<file path="config.mk">
export PLATFORM = sky130hd
export DESIGN_NAME = avg_share_ctrl
export DESIGN_NICKNAME = d
export VERILOG_FILES = /design/src/rtl/avg_share_ctrl.sv
export SDC_FILE = /design/constraint.sdc
export NUM_CORES = 1
export LEC_CHECK = 0
export CAP_MARGIN = 15
export CORE_ASPECT_RATIO = 2
export CORE_MARGIN = 2
export CORE_UTILIZATION = 45
export CTS_CLUSTER_SIZE = 25
export DETAILED_ROUTE_END_ITERATION = 7
export PLACE_DENSITY = 0.66
export SYNTH_ARGS = -nofsm -noshare
export SYNTH_HDL_FRONTEND = slang
export SYNTH_SLANG_ARGS = --single-unit
</file>
<file path="constraint.sdc">
create_clock -name clk -period 6.1 [get_ports clk]
set_input_delay 1.22 -clock clk [delete_from_list [all_inputs] [get_ports clk]]
set_output_delay 1.22 -clock clk [all_outputs]
set_load 0.01 [all_outputs]
</file>
<file path="src/rtl/avg_share_ctrl.sv">
// Purpose: shares one 3-tap weighted-average MAC between N_CH sample streams, with round-robin accept.
// Latency: a sample accepted at cycle T gives out_valid at T+4; at most one result every 5 cycles.
// Backpressure: a result is held stable until out_ready; no new sample is granted until it is taken.
//
// Ports:
//   clk, rst              single clock; synchronous active-high reset
//   in_valid/in_data      per-channel sample requests (ch k at [k*DATA_W +: DATA_W])
//   in_ready              one-hot grant, combinational, only ever asserted in IDLE
//   out_valid/out_ready   result handshake; out_data is the sum, out_ch is the source channel
//   cfg_we/cfg_idx/cfg_coef  coefficient write, honoured only in IDLE, index 3 ignored
//   busy                  high whenever the sequencer is not IDLE
module avg_share_ctrl #(
    parameter int N_CH   = 4,
    parameter int DATA_W = 8,
    parameter int COEF_W = 8,
    parameter int CH_W   = 2,
    parameter int ACC_W  = 18
) (
    input  logic                     clk,
    input  logic                     rst,
    input  logic [N_CH-1:0]          in_valid,
    input  logic [N_CH*DATA_W-1:0]   in_data,
    output logic [N_CH-1:0]          in_ready,
    output logic                     out_valid,
    input  logic                     out_ready,
    output logic [ACC_W-1:0]         out_data,
    output logic [CH_W-1:0]          out_ch,
    input  logic                     cfg_we,
    input  logic [1:0]               cfg_idx,
    input  logic [COEF_W-1:0]        cfg_coef,
    output logic                     busy
);

    typedef enum logic [2:0] {
        S_IDLE,
        S_MAC0,
        S_MAC1,
        S_MAC2,
        S_OUT
    } state_t;

    state_t              state_q;

    // hist_q[ch][0] is the most recent sample of that channel, [1] the one before.
    logic [DATA_W-1:0]   hist_q [N_CH][2];
    logic [COEF_W-1:0]   coef_q [3];
    logic [DATA_W-1:0]   tap_q  [3];
    logic [ACC_W-1:0]    acc_q;
    logic [CH_W-1:0]     tag_q;
    logic [CH_W-1:0]     last_q;

    logic                out_valid_q;
    logic [ACC_W-1:0]    out_data_q;
    logic [CH_W-1:0]     out_ch_q;

    // Arbitration results
    logic                found;
    logic [CH_W-1:0]     grant_idx;
    logic [DATA_W-1:0]   grant_sample;
    logic [DATA_W-1:0]   grant_h0;
    logic [DATA_W-1:0]   grant_h1;

    // MAC datapath
    logic [COEF_W-1:0]   coef_sel;
    logic [DATA_W-1:0]   tap_sel;
    logic [ACC_W-1:0]    acc_d;

    // Round-robin: walk last+1, last+2, ... (mod N_CH) and take the first requester.
    // The nested loop keeps every index a constant, so no wide dynamic selects are needed.
    always_comb begin
        found     = 1'b0;
        grant_idx = '0;
        for (int i = 1; i <= N_CH; i++) begin
            for (int j = 0; j < N_CH; j++) begin
                if (!found && in_valid[j] && (j == ((int'(last_q) + i) % N_CH))) begin
                    found     = 1'b1;
                    grant_idx = CH_W'(j);
                end
            end
        end
    end

    // Fetch the granted channel's sample and history.
    always_comb begin
        grant_sample = '0;
        grant_h0     = '0;
        grant_h1     = '0;
        for (int j = 0; j < N_CH; j++) begin
            if (grant_idx == CH_W'(j)) begin
                grant_sample = in_data[j*DATA_W +: DATA_W];
                grant_h0     = hist_q[j][0];
                grant_h1     = hist_q[j][1];
            end
        end
    end

    // Grant is only visible in IDLE and is suppressed while reset is asserted.
    always_comb begin
        in_ready = '0;
        for (int j = 0; j < N_CH; j++) begin
            in_ready[j] = (state_q == S_IDLE) && !rst && found && (grant_idx == CH_W'(j));
        end
    end

    // One coefficient/tap pair per MAC cycle.
    always_comb begin
        coef_sel = coef_q[0];
        tap_sel  = tap_q[0];
        case (state_q)
            S_MAC1: begin
                coef_sel = coef_q[1];
                tap_sel  = tap_q[1];
            end
            S_MAC2: begin
                coef_sel = coef_q[2];
                tap_sel  = tap_q[2];
            end
            default: ;
        endcase
    end

    // ACC_W holds 3 full-width products, so widening both operands first never wraps.
    assign acc_d = acc_q + (ACC_W'(coef_sel) * ACC_W'(tap_sel));

    always_ff @(posedge clk) begin
        if (rst) begin
            state_q     <= S_IDLE;
            out_valid_q <= 1'b0;
            out_data_q  <= '0;
            out_ch_q    <= '0;
            acc_q       <= '0;
            tag_q       <= '0;
            last_q      <= CH_W'(N_CH - 1);
            for (int j = 0; j < N_CH; j++) begin
                hist_q[j][0] <= '0;
                hist_q[j][1] <= '0;
            end
            for (int k = 0; k < 3; k++) begin
                coef_q[k] <= COEF_W'(2);
                tap_q[k]  <= '0;
            end
        end else begin
            // A write in the accept cycle still lands before MAC0 reads coef_q.
            if ((state_q == S_IDLE) && cfg_we) begin
                case (cfg_idx)
                    2'd0:    coef_q[0] <= cfg_coef;
                    2'd1:    coef_q[1] <= cfg_coef;
                    2'd2:    coef_q[2] <= cfg_coef;
                    default: ;
                endcase
            end

            case (state_q)
                S_IDLE: begin
                    if (found) begin
                        tap_q[0] <= grant_sample;
                        tap_q[1] <= grant_h0;
                        tap_q[2] <= grant_h1;
                        for (int j = 0; j < N_CH; j++) begin
                            if (grant_idx == CH_W'(j)) begin
                                hist_q[j][1] <= hist_q[j][0];
                                hist_q[j][0] <= grant_sample;
                            end
                        end
                        acc_q   <= '0;
                        tag_q   <= grant_idx;
                        last_q  <= grant_idx;
                        state_q <= S_MAC0;
                    end
                end
                S_MAC0: begin
                    acc_q   <= acc_d;
                    state_q <= S_MAC1;
                end
                S_MAC1: begin
                    acc_q   <= acc_d;
                    state_q <= S_MAC2;
                end
                S_MAC2: begin
                    acc_q       <= acc_d;
                    out_data_q  <= acc_d;
                    out_ch_q    <= tag_q;
                    out_valid_q <= 1'b1;
                    state_q     <= S_OUT;
                end
                S_OUT: begin
                    if (out_ready) begin
                        out_valid_q <= 1'b0;
                        state_q     <= S_IDLE;
                    end
                end
                default: state_q <= S_IDLE;
            endcase
        end
    end

    assign out_valid = out_valid_q;
    assign out_data  = out_data_q;
    assign out_ch    = out_ch_q;
    assign busy      = (state_q != S_IDLE);

endmodule

</file>
# ---- Yosys cells after proc, flatten, opt, wreduce, memory -nomap -nowiden
# Memories as Yosys holds them, arrays and structs flattened.
# Cells that the tools add are included.
dict set report totals {
  regBits 46
  mem_bits_rw 112
  in_bits 50
  output_inout_bits 26
  elab_cells 234
  memories 3
}
dict set report classes {
  n_addsub 5
  multipliers 1
  n_eq_ne 23
  n_mux 104
  n_bitwise 18
  n_reduce_logical 73
}
# memory words width rd rd_clocked_by_memory_dff write_ports line_no
set memory_table {}
lappend memory_table {hist_q 4 16 4 0 4 45} ;# logic [DATA_W-1:0] hist_q [N_CH][2];
lappend memory_table {coef_q 3 8 3 0 3 46} ;# logic [COEF_W-1:0] coef_q [3];
lappend memory_table {tap_q 3 8 3 0 3 47} ;# logic [DATA_W-1:0] tap_q [3];
# cell n
set ops {}
lappend ops {{$mux W8} 26}
lappend ops {{$logic_not A32 Y1} 4}
lappend ops {{$mux W1} 56}
lappend ops {{$logic_and A1 B1 Y1} 38}
lappend ops {{$pmux W18 S2} 1}
lappend ops {{$pmux W8 S2} 2}
lappend ops {{$mux W2} 14}
lappend ops {{$eq A3 B3 Y1 const A} 8}
lappend ops {{$add A18 B16 Y18} 1}
lappend ops {{$mux W18} 1}
lappend ops {{$logic_not A1 Y1} 16}
lappend ops {{$mul A8 B8 Y16} 1}
lappend ops {{$pmux W3 S5} 1}
lappend ops {{$or A1 B1 Y1} 14}
lappend ops {{$eq A2 B3 Y1 const A} 4}
lappend ops {{$reduce_and A2 Y1} 4}
lappend ops {{$reduce_or A2 Y1} 4}
lappend ops {{$eq A2 B2 Y1 const B} 3}
lappend ops {{$eq A3 B2 Y1 const B} 2}
lappend ops {{$mux W3} 2}
lappend ops {{$add A2 B1 Y2 const B} 2}
lappend ops {{$add A2 B2 Y2 const B} 2}
lappend ops {{$and A1 B1 Y1 const A} 4}
lappend ops {{$eq A2 B1 Y1 const B} 2}
lappend ops {{9 further kinds} 12}

# ---- Logic depth before layout (Yosys ltp)
# Gate-level depths: netlist of the first run.
dict set report logic_depth {
  word_depth 73
  depth_mapped 24
  depth_no_buf 21
}

# ---- Worst setup path before layout of the first run
# Ideal clock, no wire load.
dict set report synth_path {
  path_type {register to register}
  startpoint {register state_q[2]}
  endpoint {register out_data_q[16], in the netlist out_data[16]}
  setup_ps 122
  t_arrival_ps 5119
  t_required_ps 5978
  path_slack_ps 859
  path_stages_with_launch 21
  synth_period_minus_slack_ps 5241
  cell_sequence {dfxtp_1 buf_2 nand2b_1 buf_2 clkbuf_1 nor2_1 a21oi_1 nor2_1 fa_1 inv_1 fa_1 fa_1 fa_1 inv_1 ha_1 o21a_1 a2111oi_4 o211ai_2 a221oi_4 nor4_1 a221o_1}
}
dict set report synth_between {
  elab_chain_cells 4
  elab_cells_between_ends 6
  cone_classes {1 x add/sub; 1 x mul; 2 x eq/ne; 2 x mux}
}
# item line_no
set synth_lines {}
lappend synth_lines {{start, declared} 42} ;# state_t state_q;
lappend synth_lines {{start signal, assigned} 127} ;# state_q <= S_IDLE;
lappend synth_lines {{start signal, assigned} 168} ;# state_q <= S_MAC0;
lappend synth_lines {{start signal, assigned} 173} ;# state_q <= S_MAC1;
lappend synth_lines {{$eq A3 B2 Y1, on equally long branches} {109, 153}}
lappend synth_lines {{$pmux W8 S2} 109} ;# case (state_q)
lappend synth_lines {{$mul A8 B8 Y16} 123} ;# assign acc_d = acc_q + (ACC_W'(coef_sel) * ACC_W'(tap_sel));
lappend synth_lines {{$add A18 B16 Y18} 123}
lappend synth_lines {{end signal, assigned} 129} ;# out_data_q <= '0;
lappend synth_lines {{end signal, assigned} 181} ;# out_data_q <= acc_d;
lappend synth_lines {{end, declared} 53} ;# logic [ACC_W-1:0] out_data_q;
# Several ways; a longest one is shown, not always the timed one.
# A chain may end at the register's enable or synchronous reset.

# ---- Final worst setup path of the first run
dict set report layout_path {
  startpoint {register state_q[0]}
  endpoint {register out_data_q[16], in the netlist out_data[16]}
}
# Same word-level chain as after synthesis.

==> results.json, run 1 <==
{
  "layout_commonest_cell": "edfxtp_1",
  "cts_resized": 0,
  "startpoint": "state_q[0]",
  "fmax_mhz": 177.8,
  "cts_max_level": 4,
  "rr_worst_depth": 17,
  "combPwrFrac_pct": 38.5,
  "rsz0062_at_grt": "no",
  "whs_ps": 451.3,
  "antenna_cells": 0,
  "synth_cell_type_count": 71,
  "wire_per_inst_um": 19.05,
  "overflow": 0,
  "clock-sinks": 158,
  "rows": 74,
  "wirelength_mm": 24.02,
  "cts_buffers": 17,
  "most-common-layout-cells": "edfxtp_1 (104), nand2_1 (99), inv_1 (91), clkdlybuf4s50_1 (75), dfxtp_1 (54)",
  "clk_pin_slew_ps": 60,
  "setup_tns_ps": 0,
  "swShare_pct": 36.41,
  "ys.flop_type": "edfxtp_1",
  "floorplan.die.width_um": 105.7,
  "place_congestion": 0.8945,
  "synth_cells": 888,
  "synth_async_sr_flop_share_pct": 0,
  "dp.cells": 1229,
  "crit_required_ps": 6430,
  "antenna_found_initial": 0,
  "clk_latency_ps": 440,
  "crit_path_end_kind": "flop",
  "synth-edff-count": 104,
  "cp-start-kind": "flop",
  "portBuffers": 75,
  "final_util_pct": 54.28,
  "crit_end": "out_data[16]",
  "layout.cells.non_filler": 1261,
  "synth_area_um2": 9316,
  "grt_max_degree": 37,
  "min_path_type": "flop to flop",
  "leakagePower_nw": 4.479,
  "critPathSlowestCell": "dfxtp_1",
  "period_share_pct": 92.22,
  "post_cts_buffers": 0,
  "pwr-share-seq_pct": 36.0,
  "syn_to_final_growth_pct": 18.68,
  "initial_utilization_pct": 45.74,
  "nets": 1122,
  "r2r_setup_slack_ps": 470,
  "ant_nets": 0,
  "cts_tree": "yes",
  "finalCriticalPeriod_ps": 5626,
  "powerDensity_nw_per_um2": 335.0,
  "pin_count": 76,
  "worst_pin_slew_ps": 990.8,
  "switchingPower_mw": 1.348,
  "cts_root_buf": "clkbuf_16",
  "grt_pass1_vias": 7326,
  "first_iter_violations": 238,
  "fin_ws_ps": 474.3,
  "critical_path.cell_chain": "mux2i_1 -> o21ai_1 -> nand2_1 -> fa_1 -> fa_1 -> inv_1 -> ha_1 -> inv_1 -> fa_1 -> inv_1 -> ha_1 -> a211o_1 -> a2111oi_4 -> o211ai_2 -> a221oi_4 -> nor4_1 -> a221o_1",
  "cap_violations": 0,
  "vias_per_cell": 5.514,
  "die_h_um": 207.5,
  "max_stage_delay_ps": 860,
  "vias": 6953,
  "grt_pass1_wl_mm": 38.03,
  "dieArea_um2": 21940,
  "yosysWarnings": 0,
  "synth_nets": 1028,
  "r2r-end": "out_data[16]",
  "path_max_fanout": 14,
  "finalHoldViolCount": 0,
  "setup_viol": 0,
  "drtPass1Iterations": 5,
  "worstSetupPathType": "flop to flop",
  "power.internal_mw": 2.355,
  "final-max-slew-violation-count": 0,
  "synth_area_per_cell_um2": 10.49,
  "arrival_ps": 5960,
  "drc": 0,
  "ys_seq_elements": 158,
  "skew_ps": 9.673,
  "r2r_start": "state_q[0]",
  "drive_gt1_share_pct": 8.241,
  "vdd_ir_drop_max_mv": 0.2162,
  "clock_tree.buffer_depth": 2,
  "synth_top_area_share_pct": 33.52,
  "grt_use_total_pct": 23.08,
  "slew_headroom_pct": 33.79,
  "status": "complete, no violations",
  "hpwlAfterDp_mm": 18.75,
  "dp_slack_ps": 455.6,
  "ctsHoldBuffers": 0,
  "power_frac_clock_pct": 25.5,
  "synth.largest_area_cell": "edfxtp_1",
  "synth_seq_area_share_pct": 45.12,
  "synth_area_leaders": "edfxtp_1 (34%), dfxtp_1 (12%), fa_1 (11%)",
  "core_area_um2": 20370
}
-- state kept, by name, summed over array words and instances (netlist names) --
| register | count |
|---|---|
| out_data | 18 |
| hist_q | 64 |
| coef_q | 24 |
| acc_q | 18 |
| tap_q | 24 |
| state_q | 3 |
| out_ch | 2 |
| last_q | 2 |
| tag_q | 2 |
| out_valid | 1 |
-- final cells by class --
cell class,instances,area [um2]
inverters,91,341.6
well taps,266,332.8
fillers,1842,9313
clock buffers,22,444.2
repair buffers,114,1056
flip-flops and latches,158,4204
clock inverters,10,70.07
multi-input cells,600,4608
-- stage by stage --
stage	power, mW	instance area (um2)
2_1_floorplan	2.303	9316
3_5_place_dp	2.797	10540
6_report	3.704	11060
3_3_place_gp	2.772	10540
4_1_cts	3.742	11060
5_1_grt	3.951	11060
-- how the worst min path moves through the flow --
stage / from / end / slack (ps) / cells past startpoint
2_1_floorplan: acc_q[14] / acc_q[14] / 430 / 2
3_3_place_gp: acc_q[4] / acc_q[4] / 440 / 2
3_5_place_dp: out_data[0] / out_data[0] / 450 / 2
4_1_cts: out_data[0] / out_data[0] / 450 / 2
5_1_grt: acc_q[13] / acc_q[13] / 480 / 1
6_report: out_data[0] / out_data[0] / 450 / 2
-- power by group through the flow --
stage / Combinational, mW / Sequential [mW] / Clock [mW]
3_5_place_dp: 1.44 / 1.36 / 0
2_1_floorplan: 0.971 / 1.33 / 0
5_1_grt: 1.61 / 1.35 / 0.999
3_3_place_gp: 1.42 / 1.35 / 0
4_1_cts: 1.45 / 1.33 / 0.960
6_report: 1.43 / 1.33 / 0.943
-- worst max-delay path: cells and delay by family (launching register included) --
kind | cells | cell delay (ps)
muxes | 1 | 190
and+or+nand+nor | 2 | 230
buffers and inverters | 3 | 150
adders and majority gates | 5 | 2170
AOI/OAI and AO/OA | 6 | 1920
DFF | 1 | 860
-- layer usage --
metal  GRT usage, %  up-vias  share of wire [%]
met3          3.548       69                2.8
met1          20.16     3411                 31
met2          47.27      174                 61
met5              0        -                  0
li1               -     3299                  -
met4          12.98        0                4.6
-- kinds of logic (layout without fill, tap and decap cells) --
| family | Yosys count | count (layout) | synth area share, % |
|---|---|---|---|
| buffers and inverters | 130 | 237 | 5.520 |
| flip-flops | 158 | 158 | 45.12 |
| AND/OR/NAND/NOR | 284 | 284 | 14.99 |
| multiplexers | 16 | 16 | 1.719 |
| XOR/XNOR | 9 | 9 | 1.007 |
| adder cells (fa/ha/maj) | 90 | 90 | 16.12 |
| AO/OA/AOI/OAI | 201 | 201 | 15.53 |
-- cell usage after synthesis (2+ instances only) --
master and instances:
a32oi_1 3, nor2b_1 10, clkbuf_1 20, o31ai_1 4
nand2_1 99, o2bb2ai_1 14, buf_2 12, fa_1 50
a32o_1 9, o21a_1 10, a22o_1 9, a211oi_1 8
nand3b_1 3, nor3b_1 3, mux2i_1 16, or2_2 2
o21ai_0 28, nor4_1 3, nand3_1 15, nor2_1 52
nand2b_1 12, or2b_1 3, dfxtp_1 54, or2_1 2
a22oi_1 17, edfxtp_1 104, and3_1 17, xor2_1 7
nor3_1 13, inv_1 91, a21o_1 5, o31a_1 2
ha_1 40, and2_1 43, buf_1 4, o21bai_1 2
a21oi_1 53, a211o_1 3, o21ai_1 11, nor2_2 2
buf_4 3
No activity file was read; power rests on OpenSTA's default activity.
==> run 2, diff against run 1 <==
Settings changed: REMOVE_ABC_BUFFERS set to 1.
==> run 2 against run 1 <==
Compared with the run above: first-iteration DRC count up 4.2%; final cell count down 0.63%; global-route usage down 1.0 points; clock power up 8%; utilization down 0.061 points; worst setup slack better by 13 ps; wire length down 2.4%; largest power group unchanged.
==> results.json, run 2 (same netlist as run 1, synthesis figures left out) <==
{
  "status": "complete, no violations",
  "portBuffers": 75,
  "skew_ps": 9.029,
  "cts_tree": "yes",
  "overflow": 0,
  "clock-sinks": 158,
  "pin_count": 76,
  "rr_worst_depth": 18,
  "wirelength_mm": 23.44,
  "critical_path.cell_chain": "nand2b_1 -> buf_4 -> o21ai_0 -> nand2_1 -> fa_1 -> fa_1 -> inv_1 -> ha_1 -> inv_1 -> fa_1 -> inv_1 -> ha_1 -> a211o_1 -> a2111oi_4 -> o211ai_2 -> a221oi_4 -> nor4_1 -> a221o_1",
  "largest_reg_flops": 64,
  "clock_tree.buffer_depth": 2,
  "drive_gt1_share_pct": 7.700,
  "post_dp_cell_area_um2": 10480,
  "setup_viol": 0,
  "ant_nets": 0,
  "grtUsageMet1_pct": 20.68,
  "final_util_pct": 54.22,
  "r2r-end": "out_data[16]",
  "cts_root_buf": "clkbuf_16",
  "layout.cells.non_filler": 1253,
  "dp.cells": 1221,
  "crit_path_end_kind": "flop",
  "clk_latency_ps": 440,
  "cts_buffers": 17,
  "place_congestion": 0.9068,
  "ctsHoldBuffers": 0,
  "grt_pass1_vias": 7024,
  "leakagePower_nw": 4.469,
  "worstSetupPathType": "flop to flop",
  "vias_per_cell": 5.437,
  "min_from": "out_data[12]",
  "rsz0062_at_grt": "no",
  "powerDensity_nw_per_um2": 339.8,
  "most-common-layout-cells": "edfxtp_1 (104), nand2_1 (99), inv_1 (91), clkdlybuf4s50_1 (75), dfxtp_1 (54)",
  "arrival_ps": 5940,
  "r2r_start": "state_q[2]",
  "fmax_mhz": 178.2,
  "fin_ws_ps": 487.6,
  "post_cts_buffers": 0,
  "floorplan.die.width_um": 105.7,
  "critPathSlowestCell": "o21ai_0",
  "design_area_um2": 11040,
  "vias": 6813,
  "period_share_pct": 92.01,
  "grtUsageMet3_pct": 2.889,
  "fill_cells": 1820,
  "cts_max_level": 4,
  "antenna_found_initial": 0,
  "layout_commonest_cell": "edfxtp_1",
  "slew_headroom_pct": 32.46,
  "dieArea_um2": 21940,
  "holdPathStages": 2,
  "grtUsageMet2_pct": 43.52,
  "max_stage_delay_ps": 600,
  "final-max-slew-violation-count": 0,
  "drc": 0,
  "syn_to_final_growth_pct": 18.55,
  "busiest_layer": "met2",
  "initial_utilization_pct": 45.74,
  "first_iter_violations": 248,
  "min_path_type": "flop to flop",
  "antenna_cells": 0,
  "setup_tns_ps": 0,
  "grt_max_degree": 37,
  "core_area_um2": 20370,
  "holdPathEnd": "out_data[12]",
  "hpwlAfterDp_mm": 18.21,
  "grt_use_total_pct": 22.07,
  "finalHoldViolCount": 0,
  "largest_registers": "hist_q (64), coef_q (24), tap_q (24)",
  "finalCriticalPeriod_ps": 5612,
  "wire_per_inst_um": 18.70,
  "drtPass1Iterations": 4,
  "crit_required_ps": 6430,
  "top_register": "hist_q",
  "die_h_um": 207.5,
  "path_max_fanout": 36,
  "rows": 74,
  "vdd_ir_drop_max_mv": 0.2277,
  "r2r_setup_slack_ps": 490,
  "dp_slack_ps": 498.8,
  "grt_pass1_wl_mm": 36.39,
  "nets": 1114,
  "clk_pin_slew_ps": 60,
  "cp-start-kind": "flop",
  "worst_pin_slew_ps": 1011,
  "cap_violations": 0,
  "cts_resized": 0
}
run 2: cell count changes in the layout (fill, tap and decap cells not counted), moves of 2 or more:
cell	previous run	this run
clkinv_4	2	5
inv_6	1	3
clkinv_2	2	0
clkinvlp_4	4	1
buf_4	38	30
run 2: area by class of cell:
type | instances | area, um2 | area share [%]
sequential | 158 | 4204 | 38.07
clock buffer | 22 | 454.2 | 4.112
inverter | 91 | 341.6 | 3.093
timing repair buffer | 106 | 996.0 | 9.018
clock inverter | 10 | 107.6 | 0.9743
multi-input combinational | 600 | 4608 | 41.72
tap | 266 | 332.8 | 3.013
run 2: worst max-delay path, delay by kind of cell (launching register included):
kind	cells	cell delay, ps
flops	1	410
buf+inv	4	390
compound gates	6	2070
simple gates	3	430
fa+ha+maj	5	2170
run 2: power breakdown:
group          internal [mW]  leakage [nW]  switching (mW)
clock network          0.579         0.270           0.442
logic                  0.554          2.67           0.848
registers               1.27          1.53          0.0594
total                   2.40          4.47            1.35
run 2: worst max-delay path by stage:
stage | slack, ps | endpoint | from
final | 490 | out_data[16] | state_q[2]
after global routing | 50 | out_data[17] | state_q[2]
after CTS | 490 | out_data[16] | state_q[2]
after detailed placement | 500 | out_data[16] | state_q[2]
after global placement | 580 | out_data[16] | state_q[2]
after floorplan | 650 | out_data[16] | state_q[2]
run 2: metal layers:
layer | part of all wire, % | vias to the layer above
met5 | 0 | -
met1 | 33 | 3308
li1 | - | 3281
met4 | 5.3 | 0
met2 | 59 | 158
met3 | 2.6 | 66
run 2: per-stage QoR:
step | hold slack [ps] | power [mW]
final | 452.2 | 3.753
after global routing | 471.1 | 3.986
after CTS | 455.2 | 3.781
after detailed placement | 444.1 | 2.766
after global placement | 439.6 | 2.744
after floorplan | 422.7 | 2.282
==> run 3, diff against run 2 <==
Settings changed: SETUP_SLACK_MARGIN set to 0.05.
==> results of run 3 <==
Same layout as run 2: the final DEF is identical, and so are final timing and power.
==> edit 1 (settings of run 1) <==
Add an input register stage for `cfg_we`, `cfg_idx` and `cfg_coef`; this delays them by one clock. The other inputs are not delayed to match.
--- a/src/rtl/avg_share_ctrl.sv
+++ b/src/rtl/avg_share_ctrl.sv
@@ -39,6 +39,16 @@
         S_OUT
     } state_t;
 
+    logic cfg_we_q;
+    logic [1:0] cfg_idx_q;
+    logic [COEF_W-1:0] cfg_coef_q;
+
+    always_ff @(posedge clk) begin
+        cfg_we_q   <= cfg_we;
+        cfg_idx_q  <= cfg_idx;
+        cfg_coef_q <= cfg_coef;
+    end
+
     state_t              state_q;
 
     // hist_q[ch][0] is the most recent sample of that channel, [1] the one before.
@@ -141,11 +151,11 @@
             end
         end else begin
             // A write in the accept cycle still lands before MAC0 reads coef_q.
-            if ((state_q == S_IDLE) && cfg_we) begin
-                case (cfg_idx)
-                    2'd0:    coef_q[0] <= cfg_coef;
-                    2'd1:    coef_q[1] <= cfg_coef;
-                    2'd2:    coef_q[2] <= cfg_coef;
+            if ((state_q == S_IDLE) && cfg_we_q) begin
+                case (cfg_idx_q)
+                    2'd0:    coef_q[0] <= cfg_coef_q;
+                    2'd1:    coef_q[1] <= cfg_coef_q;
+                    2'd2:    coef_q[2] <= cfg_coef_q;
                     default: ;
                 endcase
             end
Function: not settled (the Yosys comparison gave no result); the edit may change what the design does.
==> edit 1 against run 1 <==
Synthesized area grew 3.5%; non-clock buffer count shrank 13; clock skew grew 0.0028 ns; sequential share of layout area grew 1.1 points; setup slack lost 0.041 ns; total power grew 12%; cell area grew 2.4%; sequential cell count grew 11; synthesized cell count grew 2.1%; wire length shrank 6.9%; critical endpoint is now acc_q[17]; largest power group unchanged.
==> edit 1: results (changes against run 1) <==
- Filler cell count: 1895 (+2.9%)
- Net Switching: 0.00152 W (+12%)
- Hold Path Sink: out_data[12]
- R2R cell count: 16 (-1)
- Share of layout cells above drive strength 1: 9.28% (+1.0 points)
- Crit-path slowest cell: dfxtp_1
- DR iter-0 viols: 256 (+7.6%)
- Pin count of the biggest net entering global routing: 51 (+38%)
- Synth cell types: 62 (-13%)
- Post-route insts no fill: 1271 (+0.79%)
- Mapped Nets: 1047 (+1.8%)
- Flop2flop setup slack: 0.43 ns (-0.04 ns)
- Register area share after synthesis: 45.9% (+0.77 points)
- NumNets Final: 1129 (+0.62%)
- Worst slew pin tran: 1.16 ns (+0.172 ns)
- Post-synth top cells: nand2_1, inv_1, edfxtp_1
- Vias in the first global route: 7020 (-4.2%)
- Hold_sp: out_data[12]
- R2r endpoint: acc_q[17]
- Total clock buffers created by CTS: 17 (unchanged)
- Crit path largest cell delay: 0.73 ns (-0.13 ns)
- Multi-input gate area: 0.00462 mm2 (+0.24%)
- Final WL: 22400 um (-6.9%)
- DP HPWL: 17200 um (-8.1%)
- GRT Total Usage: 20.8% (-2.2 points)
- Cts repair resizes: 0 (unchanged)
- Most area-consuming cells after synthesis: edfxtp_1, dfxtp_1, fa_1, ha_1, nand2_1
- Via count: 6733 (-3.2%)
- Placed Instances: 1239 (+0.81%)
- First-pass GRT wire length: 35500 um (-6.5%)
- CP max FO: 11 (-3)
- Avg Cell Area, Syn: 10.6 um2 (+1.3%)
- Fin Clk Skew: 0.0125 ns (+0.00279 ns)
- CTS clk-pin slew, worst paths: 0.07 ns
- Status: completed
- Peak supply drop: 0.199 mV (-8.0%)
- GPL Wtd Cong: 0.889 (-0.66%)
- P_leak: 4.77 nW (+6.5%)
edit 1: changes by cell type after synthesis, sizes merged, moves of 7 or more:
| cell | change |
|---|---|
| inv | +20 |
| a22oi | -17 |
| nand2 | +17 |
| mux4 | +16 |
| and3 | -15 |
| o2bb2ai | -14 |
| dfxtp | +11 |
| mux2i | +11 |
| a22o | -9 |
| a32o | -9 |
| o21ai | -8 |
| nand3 | +7 |
| o22ai | +7 |
edit 1: per-stage QoR:
stage / hold WS [ns] / worst slack [ns]
2_1_floorplan: 0.432 / 0.765
3_3_place_gp: 0.446 / 0.504
3_5_place_dp: 0.450 / 0.415
4_1_cts: 0.459 / 0.396
5_1_grt: 0.479 / 0.0231
6_report: 0.454 / 0.434
edit 1: cell type report:
class	count	area share, %
Clock buffer	18	3.88
Clock inverter	14	1.17
Inverter	111	3.68
Multi-Input combinational cell	589	40.8
Sequential cell	169	39.1
Tap cell	269	2.97
Timing Repair Buffer	101	8.42
edit 1: kinds of logic after synthesis:
group / after synthesis / share of synthesized area (%)
adder cells (fa/ha/maj): 90 / 15.6
AO/OA/AOI/OAI: 138 / 8.70
buffers and inverters: 149 / 6.37
AND/OR/NAND/NOR: 308 / 15.7
XOR/XNOR: 9 / 0.973
multiplexers: 44 / 6.77
flip-flops: 169 / 45.9
edit 1: power by group through the flow:
| stage | clock [W] | combinational [W] | sequential [W] |
|---|---|---|---|
| after global placement | 0 | 0.00163 | 0.00146 |
| after CTS | 0.00108 | 0.00167 | 0.00144 |
| after detailed placement | 0 | 0.00166 | 0.00146 |
| after floorplan | 0 | 0.00116 | 0.00143 |
| final | 0.00106 | 0.00164 | 0.00143 |
| after global routing | 0.00111 | 0.00185 | 0.00145 |
edit 1: worst max-delay path by stage:
stage                from           end  slack [ns]  cells after the start
3_3_place_gp   state_q[0]     acc_q[17]        0.50                     16
3_5_place_dp   state_q[0]     acc_q[17]        0.41                     16
4_1_cts        state_q[0]     acc_q[17]        0.40                     16
6_report       state_q[0]     acc_q[17]        0.43                     16
5_1_grt        state_q[0]  out_data[14]        0.02                     17
2_1_floorplan  state_q[0]     acc_q[17]        0.77                     17
edit 1: worst reg2reg max path, delay by kind of cell (launching register included):
| family | cells | cell delay, ns |
|---|---|---|
| AOI/OAI and AO/OA | 5 | 1.38 |
| adders and majority gates | 5 | 2.28 |
| and+or+nand+nor | 1 | 0.16 |
| muxes | 3 | 0.64 |
| DFF | 1 | 0.73 |
| buffers and inverters | 2 | 0.37 |
edit 1: metal layers:
layer | vias up | wire length, um | part of all wire (%) | GRT usage (%)
li1 | 3243 | - | - | -
met1 | 3318 | 7030 | 31 | 18.7
met2 | 129 | 14000 | 63 | 43.4
met3 | 43 | 412 | 1.8 | 2.47
met4 | 0 | 938 | 4.2 | 9.95
met5 | - | 0 | 0 | 0
==> edit 2 (settings of run 1) <==
Without the edit above. The parameter `ACC_W` goes from 18 to 16.
--- a/src/rtl/avg_share_ctrl.sv
+++ b/src/rtl/avg_share_ctrl.sv
@@ -14,7 +14,7 @@
     parameter int DATA_W = 8,
     parameter int COEF_W = 8,
     parameter int CH_W   = 2,
-    parameter int ACC_W  = 18
+    parameter int ACC_W  = 16
 ) (
     input  logic                     clk,
     input  logic                     rst,
Ports: changed (resized out_data); port bits go from 76 to 74. The function was not compared with the original's and may differ.
==> edit 2 against run 1 <==
Largest cell class unchanged; setup slack lost 0.093 ns; wire length decreased by 8.3%; critical path type unchanged; clock skew rose by 0.0018 ns; synthesized area is 3.3% lower; via count fell by 8.1%; synthesized cell count decreased by 4.7%; critical path depth fell by 1; sequential cell count is 4 lower; combinational power is 59% higher; total power is 26% higher; first-iteration DRC count decreased by 12%; cell area down 3.9%; largest power group unchanged.
==> edit 2: results (changes against run 1) <==
- CTS clk-pin slew, worst paths: 0.06 ns (about the same)
- IO Port Bufs: 73 (-2.7%)
- Status: completed
- Pwr per Cell Area: 441 mW/mm2 (+32%)
- Mapped Nets: 981 (-4.6%)
- Initial antenna violation count: 0 (unchanged)
- Layout non-clock buf frac: 8.38% (-1.2 points)
- Post-synth EDFFs: 104 (unchanged)
- DP HPWL: 17100 um (-8.9%)
- Comb_multi_in: 572 (-4.7%)
- GRT Total Usage: 21.6% (-1.4 points)
- Synth cell types: 57 (-20%)
- Vias in the first global route: 6553 (-11%)
- Pin count of the biggest net entering global routing: 58 (+57%)
- Avg Cell Area, Syn: 10.7 um2 (+1.5%)
- WL per Instance: 18.4 um (-3.6%)
- Drt first pass iters: 6 (+1)
- P_leak: 4.40 nW (-1.7%)
- Seq area share: 38.8% (+0.78 points)
- Multi-input gate area: 0.00438 mm2 (-4.9%)
- Fin area: 0.0106 mm2 (-3.9%)
- Placed inst area: 0.0100 mm2 (-4.7%)
- Multiplexer share of the synthesized area: 7.22% (+5.5 points)
- Peak supply drop: 0.186 mV (-14%)
- Register area share after synthesis: 45.8% (+0.63 points)
- Most area-consuming cells after synthesis: edfxtp_1, dfxtp_1, fa_1, mux2i_1, ha_1
- Worst path top cell family by delay: adder cells
- First-pass GRT wire length: 34600 um (-8.9%)
- Combinational gate power: 0.00228 W (+59%)
- Post-route insts no fill: 1199 (-4.9%)
- NumNets Final: 1059 (-5.6%)
- Root Driver: clkbuf_16
- CP max FO: 17 (+3)
- Non-clk bufs: 95 (-17%)
- Fin Clk Skew: 0.0115 ns (+0.00184 ns)
- Clock latency on the worst-skew pair: 0.42 ns (-0.02 ns)
- Rel. slew slack: 23.5% (-10 points)
- Worst EP arrival: 6.06 ns (+0.10 ns)
- GPL Wtd Cong: 0.955 (+6.8%)
- Hold-fix buffers, CTS: 0 (unchanged)
- Via count: 6389 (-8.1%)
- Synthesized-area fraction occupied by adder cells: 16.0% (-0.15 points)
- Net Switching: 0.00186 W (+38%)
- Worst slack, placed: 0.352 ns (-0.103 ns)
- Clk cell area share: 5.51% (+0.86 points)
- Post-synth top cells: edfxtp_1, nand2_1, inv_1
- Clock power frac: 22.6% (-2.9 points)
- DR iter-0 viols: 209 (-12%)
- Compound-Gate Fraction of Synth Area: 10.8% (-4.8 points)
- Finished Core Util: 53.9% (-0.41 points)
- Share of layout cells above drive strength 1: 6.83% (-1.4 points)
- FFs & Latches: 154 (-2.5%)
- Crit path largest cell delay: 0.94 ns (+0.08 ns)
- Clkbuf count: 20 (-9.1%)
- XOR/XNOR share of the synthesized area: 1.26% (+0.26 points)
- Non-clock inverters: 84 (-7.7%)
- # diodes: 0 (unchanged)
- Filler cell count: 1763 (-4.3%)
edit 2: cell count changes after synthesis, sizes merged, moves of 11 or more:
cell     delta
nor2       +30
and3       -16
nand3      -11
and2       -11
mux2i      +49
o2bb2ai    -14
o21ai      -23
o22ai      +14
edit 2: routing by layer:
metal	share of wire, %	track usage (%)	routed length, um
met3	2.0	2.84	432
met1	32	19.1	7080
met4	4.3	11.1	944
met5	0	0	0
met2	62	45.6	13600
edit 2: logic make-up after synthesis:
group | Yosys count
simple gates | 264
flops | 154
compound gates | 145
buf+inv | 120
fa+ha+maj | 85
mux | 65
xor+xnor | 13
edit 2: path summary, 6_finish.rpt:
path	start	to	slack, ns
setup / recovery	state_q[0]	out_data[11]	0.38
hold / removal	out_data[8]	out_data[8]	0.45
setup reg to reg	state_q[0]	out_data[11]	0.38
hold reg to reg	out_data[8]	out_data[8]	0.45
